[config.mk]
export PLATFORM = sky130hd
export DESIGN_NAME = rs_syndrome_calc
export DESIGN_NICKNAME = d
export VERILOG_FILES = /design/src/rtl/rs_syndrome_calc.sv
export SDC_FILE = /design/constraint.sdc
export NUM_CORES = 1
export LEC_CHECK = 0
export CAP_MARGIN = 20
export CORE_MARGIN = 5
export CORE_UTILIZATION = 61
export CTS_CLUSTER_DIAMETER = 150
export DETAILED_ROUTE_END_ITERATION = 8
export HOLD_SLACK_MARGIN = 0.1
export PLACE_DENSITY = 0.95
export SYNTH_ARGS = -nofsm -noshare
export SYNTH_HDL_FRONTEND = slang
export SYNTH_SLANG_ARGS = --single-unit
[constraint.sdc]
create_clock -name clock -period 3.1 [get_ports clock]
set_clock_uncertainty 0.1 [all_clocks]
set_input_delay 0.93 -clock clock [delete_from_list [all_inputs] [get_ports clock]]
set_output_delay 0.93 -clock clock [all_outputs]
set_load 0.005 [all_outputs]
[src/rtl/rs_syndrome_calc.sv]
// rs_syndrome_calc: syndrome calculator for the RS(31,k) decoder over GF(2^5).
// It takes received symbols highest degree first and evaluates r(alpha^(FCR+k))
// for TWO_T roots in parallel, using Horner's rule.
module rs_syndrome_calc #(
   parameter int N     = 31,
   parameter int TWO_T = 8,
   parameter int FCR   = 1
) (
   input  logic                 clock,
   input  logic                 reset_n,
   input  logic                 in_valid,
   input  logic                 in_sop,
   input  logic [4:0]           in_sym,
   output logic                 syn_valid,
   output logic [5*TWO_T-1:0]   syn_out,
   output logic                 syn_nonzero,
   output logic                 busy
);

   typedef enum logic {IDLE, ACCUM} state_t;

   localparam logic [4:0] LAST_CNT = 5'(N - 1);

   // GF(2^5) multiply, reduced by x^5+x^2+1; bit 0 is the x^0 coefficient.
   function automatic logic [4:0] lcpmult(input logic [4:0] a, input logic [4:0] b);
      logic [4:0] prod;
      logic [4:0] shifted;
      prod    = '0;
      shifted = a;
      for (int i = 0; i < 5; i++) begin
         if (b[i]) prod = prod ^ shifted;
         shifted = {shifted[3:0], 1'b0} ^ (shifted[4] ? 5'b00101 : 5'b00000);
      end
      return prod;
   endfunction

   // GF addition is a carry-free XOR.
   function automatic logic [4:0] gfadder(input logic [4:0] a, input logic [4:0] b);
      return a ^ b;
   endfunction

   // alpha^e, evaluated once at elaboration to give each syndrome its constant root.
   function automatic logic [4:0] alpha_pow(input int e);
      logic [4:0] r;
      r = 5'b00001;
      for (int i = 0; i < 31; i++) begin
         if (i < e) r = lcpmult(r, 5'b00010);
      end
      return r;
   endfunction

   state_t               state;
   state_t               next_state;
   logic [4:0]           count;
   logic [5*TWO_T-1:0]   acc;
   logic [5*TWO_T-1:0]   horner;
   logic                 start;
   logic                 step;
   logic                 last;

   // One Horner step per syndrome: acc_k * alpha^(FCR+k) + incoming symbol.
   for (genvar k = 0; k < TWO_T; k++) begin : g_syn
      localparam logic [4:0] ROOT = alpha_pow((FCR + k) % 31);
      assign horner[5*k +: 5] = gfadder(lcpmult(acc[5*k +: 5], ROOT), in_sym);
   end

   assign busy = (state == ACCUM);

   // Decode the input events, then choose the next FSM state.
   always_comb begin
      start      = in_valid && in_sop;
      step       = (state == ACCUM) && in_valid && !in_sop;
      last       = step && (count == LAST_CNT);
      next_state = state;
      case (state)
         IDLE: begin
            if (start && (N > 1)) next_state = ACCUM;
         end
         ACCUM: begin
            if (start)     next_state = (N > 1) ? ACCUM : IDLE;
            else if (last) next_state = IDLE;
         end
         default: next_state = IDLE;
      endcase
   end

   // State register.
   always_ff @(posedge clock) begin
      if (!reset_n) state <= IDLE;
      else          state <= next_state;
   end

   // Accumulators, symbol counter and the held syndrome outputs.
   always_ff @(posedge clock) begin
      if (!reset_n) begin
         acc         <= '0;
         count       <= '0;
         syn_valid   <= 1'b0;
         syn_out     <= '0;
         syn_nonzero <= 1'b0;
      end else begin
         syn_valid <= 1'b0;
         if (start) begin
            acc <= {TWO_T{in_sym}};
            if (N == 1) begin
               syn_out     <= {TWO_T{in_sym}};
               syn_nonzero <= |in_sym;
               syn_valid   <= 1'b1;
               count       <= '0;
            end else begin
               count <= 5'd1;
            end
         end else if (last) begin
            syn_out     <= horner;
            syn_nonzero <= |horner;
            syn_valid   <= 1'b1;
            count       <= '0;
         end else if (step) begin
            acc   <= horner;
            count <= count + 5'd1;
         end
      end
   end

endmodule

# Word level (Yosys, flattened, before mapping)
# Index checks and enable logic that the tools add are counted.
# word_totals
regBits	88
input_bits	9
# classes
n_reduce_logical	12
bitwise	38
mux	33
eq_ne	2
add_sub_neg	1
# op_table
operator	n
$mux W40	3
$xor A5 B3 Y5	22
$mux W3	22
$xor A5 B5 Y5	13
$reduce_or A40 Y1	1
$mux W1	7
$add A5 B1 Y5 const B	1
$eq A5 B5 Y1 const B	1
$logic_and A1 B1 Y1	4
$reduce_and A2 Y1	2
$not A1 Y1	3
$reduce_bool A3 Y1	1
$reduce_or A3 Y1	1
$ne A2 B2 Y1 const B	1
$pmux W1 S2	1
$reduce_bool A2 Y1	1
$reduce_or A2 Y1	1
$logic_not A1 Y1	1

# Logic depth before layout (Yosys ltp)
# logic_depth
word_depth	13
mapped_depth	9
mapped_depth_nobuf	7

# Least setup slack after synthesis
# Ideal clock, no wire load.
# synth_path
path_kind	input port to flip-flop
startpoint	in in_sym[2]
endpoint	reg syn_nonzero
required_time_ns	2.869
n_path_buf	1
cell_stages	6
path_slack_ns	0.808
arrival_ns	2.061
setup_ns	0.131
path_cell_list	buf_2 -> xor3_1 -> nor4_1 -> nand3_1 -> nor4_1 -> a31oi_1
# synth_between
elab_chain_len	2
# synth_rtl
item	line	text
start, declared	13	input logic [4:0] in_sym,
$xor A5 B5 Y5	39	return a ^ b;
$reduce_or A40 Y1 (*)	115	syn_nonzero <= |horner;
end signal, assigned	107	syn_nonzero <= |in_sym;
end signal, assigned	115	
end, declared	16	output logic syn_nonzero,
# Mark *: on every way between the ends. The rest lies on a longest branch, timed or not.
# A chain may end at the register's enable or synchronous reset.

# Final worst setup path
# layout_path
startpoint	in in_sym[4]
endpoint	reg syn_nonzero
# The elaborated chain is that of the path after synthesis.

==> key figures <==
STA
  • Pins Over Slew Limit: 0
  • Minimum clock period: 2670 ps
  • Fin. Hold Viols: 0
  • Setup violators final: 0
  • RSZ-0062 raised after global routing: false
  • Setup tns final: 0 ps
  • F_max: around 370 MHz
  • Worst rel slew slack: approximately 68%
  • Period utilization: 86.2%
  • Tightest Pin Transition: a little under 500 ps

Global routing
  • Largest net degree at the start of global routing: approximately 60
  • GRT Util Overall: between 20% and 30%
  • Vias in the first global route: 4,283
  • First-pass GRT wire length: ~21,000 um
  • Initial antenna violation count: 0
  • Grt total ovfl: 0

Die
  • Starting Density: 62.1%
  • Die area: ~9700 um^2
  • Number of cell rows: 32
  • Ports: 52
  • Die Span X: 98.5 um
  • Core area: 7690 um^2
  • Die H: a little under 100 um

Power
  • VDD IR max: around 0.00036 V
  • Pwr/cell area: 497 nW/um^2
  • Sequential Power Share: around 45%
  • Int Power: slightly below 2 mW
  • Clock share of power: between 30% and 40%
  • Switching part of the total power: slightly above 30%
  • Comb pwr share: 21.8%
  • Leak Pwr: between 2 and 2.5 nW
  • NetSw: around 0.84 mW

Critical path
  • CP max-delay cell: clkdlybuf4s50_1
  • Crit end category: flop
  • Buf+Inv Stages, Crit Path: 1
  • Crit-path most repeated cell: nor4_1
  • Arr. time, crit path: between 2000 and 3000 ps
  • Worst path max stage delay: 650 ps
  • Largest fanout on the critical path: 6
  • Worst-path cell chain: clkdlybuf4s50_1 > xor3_1 > nor4_1 > nand3_1 > nor4_1 > a31oi_1
  • Worst Path Required: between 3000 and 4000 ps
  • Setup CP Type: in2reg
  • Crit path launch type: input port
  • Crit-path leading delay family: simple AND/OR/NAND/NOR gates

Layout
  • Post-route cell area: about 5600 um^2
  • Area grow syn2layout: 16.7%
  • Proportion of layout cells with a drive suffix above 1: between 8 and 9%
  • ANT cells: 0
  • Filler instances: 540
  • Final-stage net count: 598

Worst hold path
  • Hold WC Path Type: reg2reg

Clock network
  • Clock root buffer: clkbuf_8
  • Max Root-Sink Buffers: 2
  • CTS tree: done
  • Hold_buf cts: 0
  • Total CTS buffers: 9
  • Buffers inserted by post-CTS timing repair: 0
  • Clk pin slew, worst setup/hold paths: 90 ps
  • Clock latency at the later pin of the worst-skew pair: roughly 370 ps
  • H-tree levels: 3
  • CTS resizes: 0
  • Clock sink count: between 80 and 90

Synth
  • Register area share after synthesis: 36.9%
  • Synth Area in Adders: less than 1%
  • Main combinational cell family by area after synthesis: compound AO/OA/AOI/OAI gates
  • Xor/xnor cell area share of the yosys netlist: ~17%
  • Share of the synthesized area in the top cell type: between 30% and 40%
  • Synth Cell Area: around 4800 um^2
  • Compound-cell area share of the yosys netlist: between 20% and 30%
  • Top cells by area, synth: dfxtp_1 37%, xnor2_1 11%, nand2_1 10%
  • Net Count, Synth: ~560
  • Biggest area consumer among synthesized cells: dfxtp_1
  • Syn Inst Count: around 550
  • Simple-gate area share of the yosys netlist: between 15 and 20%
  • Post-synth ARST share: 0%
  • Synth Flop Type: dfxtp_1
  • Avg Inst Size Synth: 8.66 um^2
  • EDFF count, synth: 0
  • Mux contribution to synthesized area: about 1.3%
  • Syn. warnings: 0
  • Synth cell types: 53
  • Synthesized flop and latch total: slightly below 90

Detailed routing
  • Total Wirelength: roughly 13,000 um
  • ANT nets after route: 0
  • Pre-Repair DR Iteration Count: 7
  • DRT iter0 DRCs: about 450
  • Vias per std cell: 6.20
  • Routed WL per cell: approximately 19 um
  • Via Count: around 4,300
  • Residual DRC: 0

Place
  • Dpl cell area: approximately 5300 um^2
  • Dpl hpwl: 8860 um
  • Port bufs: 51
  • Placer Congestion: 0.991

Run
  • Max Cap Violations: 0

Status
  • Outcome: complete, no violations
==> worst register-to-register path: stages (launching register included) <==
cell	delay, ps
dfxtp_1	390
inv_1	80
ha_1	220
nand4_2	150
and2_1	270
o21a_1	190
buf_12	260
o221ai_1	230
a211oi_1	230
==> power by group through the flow <==
stage	Sequential [mW]	Combinational (mW)	Clock, mW
after floorplan	1.24	0.448	0
final	1.25	0.605	0.916
after global placement	1.27	0.548	0
after global routing	1.25	0.646	0.966
after detailed placement	1.27	0.575	0
after CTS	1.25	0.591	0.915
==> synthesized netlist by cell type (all sizes together) (2+ instances only) <==
cell type	n
a21boi	33
inv	5
a21oi	19
nor2b	2
clkbuf	23
a31oi	9
mux2	3
ha	2
o211a	34
nor4	4
o21ai	21
nand4	6
dfxtp	88
a211oi	5
xnor2	60
nand2b	3
and3	4
nand2	130
o311ai	2
o22ai	2
buf	28
xor2	22
nand3	4
or4	2
o31ai	2
o221ai	4
nor3	2
xor3	4
and2	4
mux2i	3
nor2	12
==> final cells by class <==
type	count	area, um^2	area share (%)
Inverter	5	18.8	0.337
Tap cell	102	128	2.29
Clock buffer	10	138	2.47
Timing Repair Buffer	77	738	13.3
Sequential cell	88	1760	31.6
Clock inverter	5	88.8	1.60
Multi-Input combinational cell	406	2700	48.4
==> stage by stage <==
stage	setup WS [ps]	util (%)	hold slack, ps	total power [mW]	instances
after floorplan	808	-	351	1.69	551
after global placement	153	69.5	343	1.81	678
after detailed placement	124	69.5	348	1.85	678
after CTS	490	72.4	361	2.75	693
after global routing	351	72.4	384	2.87	693
final	426	72.4	359	2.77	693
==> cells in the final DEF (no fill, tap or decap), types with 3 or more instances in the layout <==
cell type        count
buf_12               3
clkbuf_8            10
mux2i_1              3
a21boi_0             3
xor2_1              22
buf_4               23
xnor2_1             59
o211a_1             34
nor2_1              12
a21boi_1            30
a211oi_1             5
nand4_1              5
o221ai_1             4
mux2_2               3
inv_1                5
nand3_1              4
xor3_1               4
a21oi_1             19
dfxtp_1             88
clkdlybuf4s50_1     50
a31oi_1              9
o21ai_1              7
and2_1               4
o21ai_0             13
nand2_1            130
nand2b_1             3
nor4_1               3
==> per-layer routing <==
metal,up-vias,global-route usage [%],part of all wire (%)
met5,-,0,0
met2,277,46.1,48
met1,1989,31.7,37
met4,0,15.5,6.3
met3,89,5.38,8.5
li1,1942,-,-
==> cells by family (layout without fill, tap and decap cells) <==
logic type      after synthesis  count (layout)
simple gates                178             178
compound gates              134             134
flops                        88              88
xor+xnor                     86              86
buf+inv                      57              97
mux                           6               6
fa+ha+maj                     2               2
==> path summary, 6_finish.rpt <==
path                            startpoint                       end  slack, ps  cells after the start
setup / recovery                 in_sym[4]  syn_nonzero$_SDFFE_PN0P_        430                      6
hold / removal    syn_out[39]$_SDFFE_PN0P_  syn_out[39]$_SDFFE_PN0P_        360                      2
setup reg to reg     count[0]$_SDFFE_PN0P_      acc[24]$_SDFFE_PN0P_        910                      8
hold reg to reg   syn_out[39]$_SDFFE_PN0P_  syn_out[39]$_SDFFE_PN0P_        360                      2
==> flip-flops by register name, indices dropped and copies added, names as in the netlist <==
register and cells:
acc 40, syn_out 40, count 5, busy 1, syn_nonzero 1, syn_valid 1
Power figures use the tool's default switching activity.
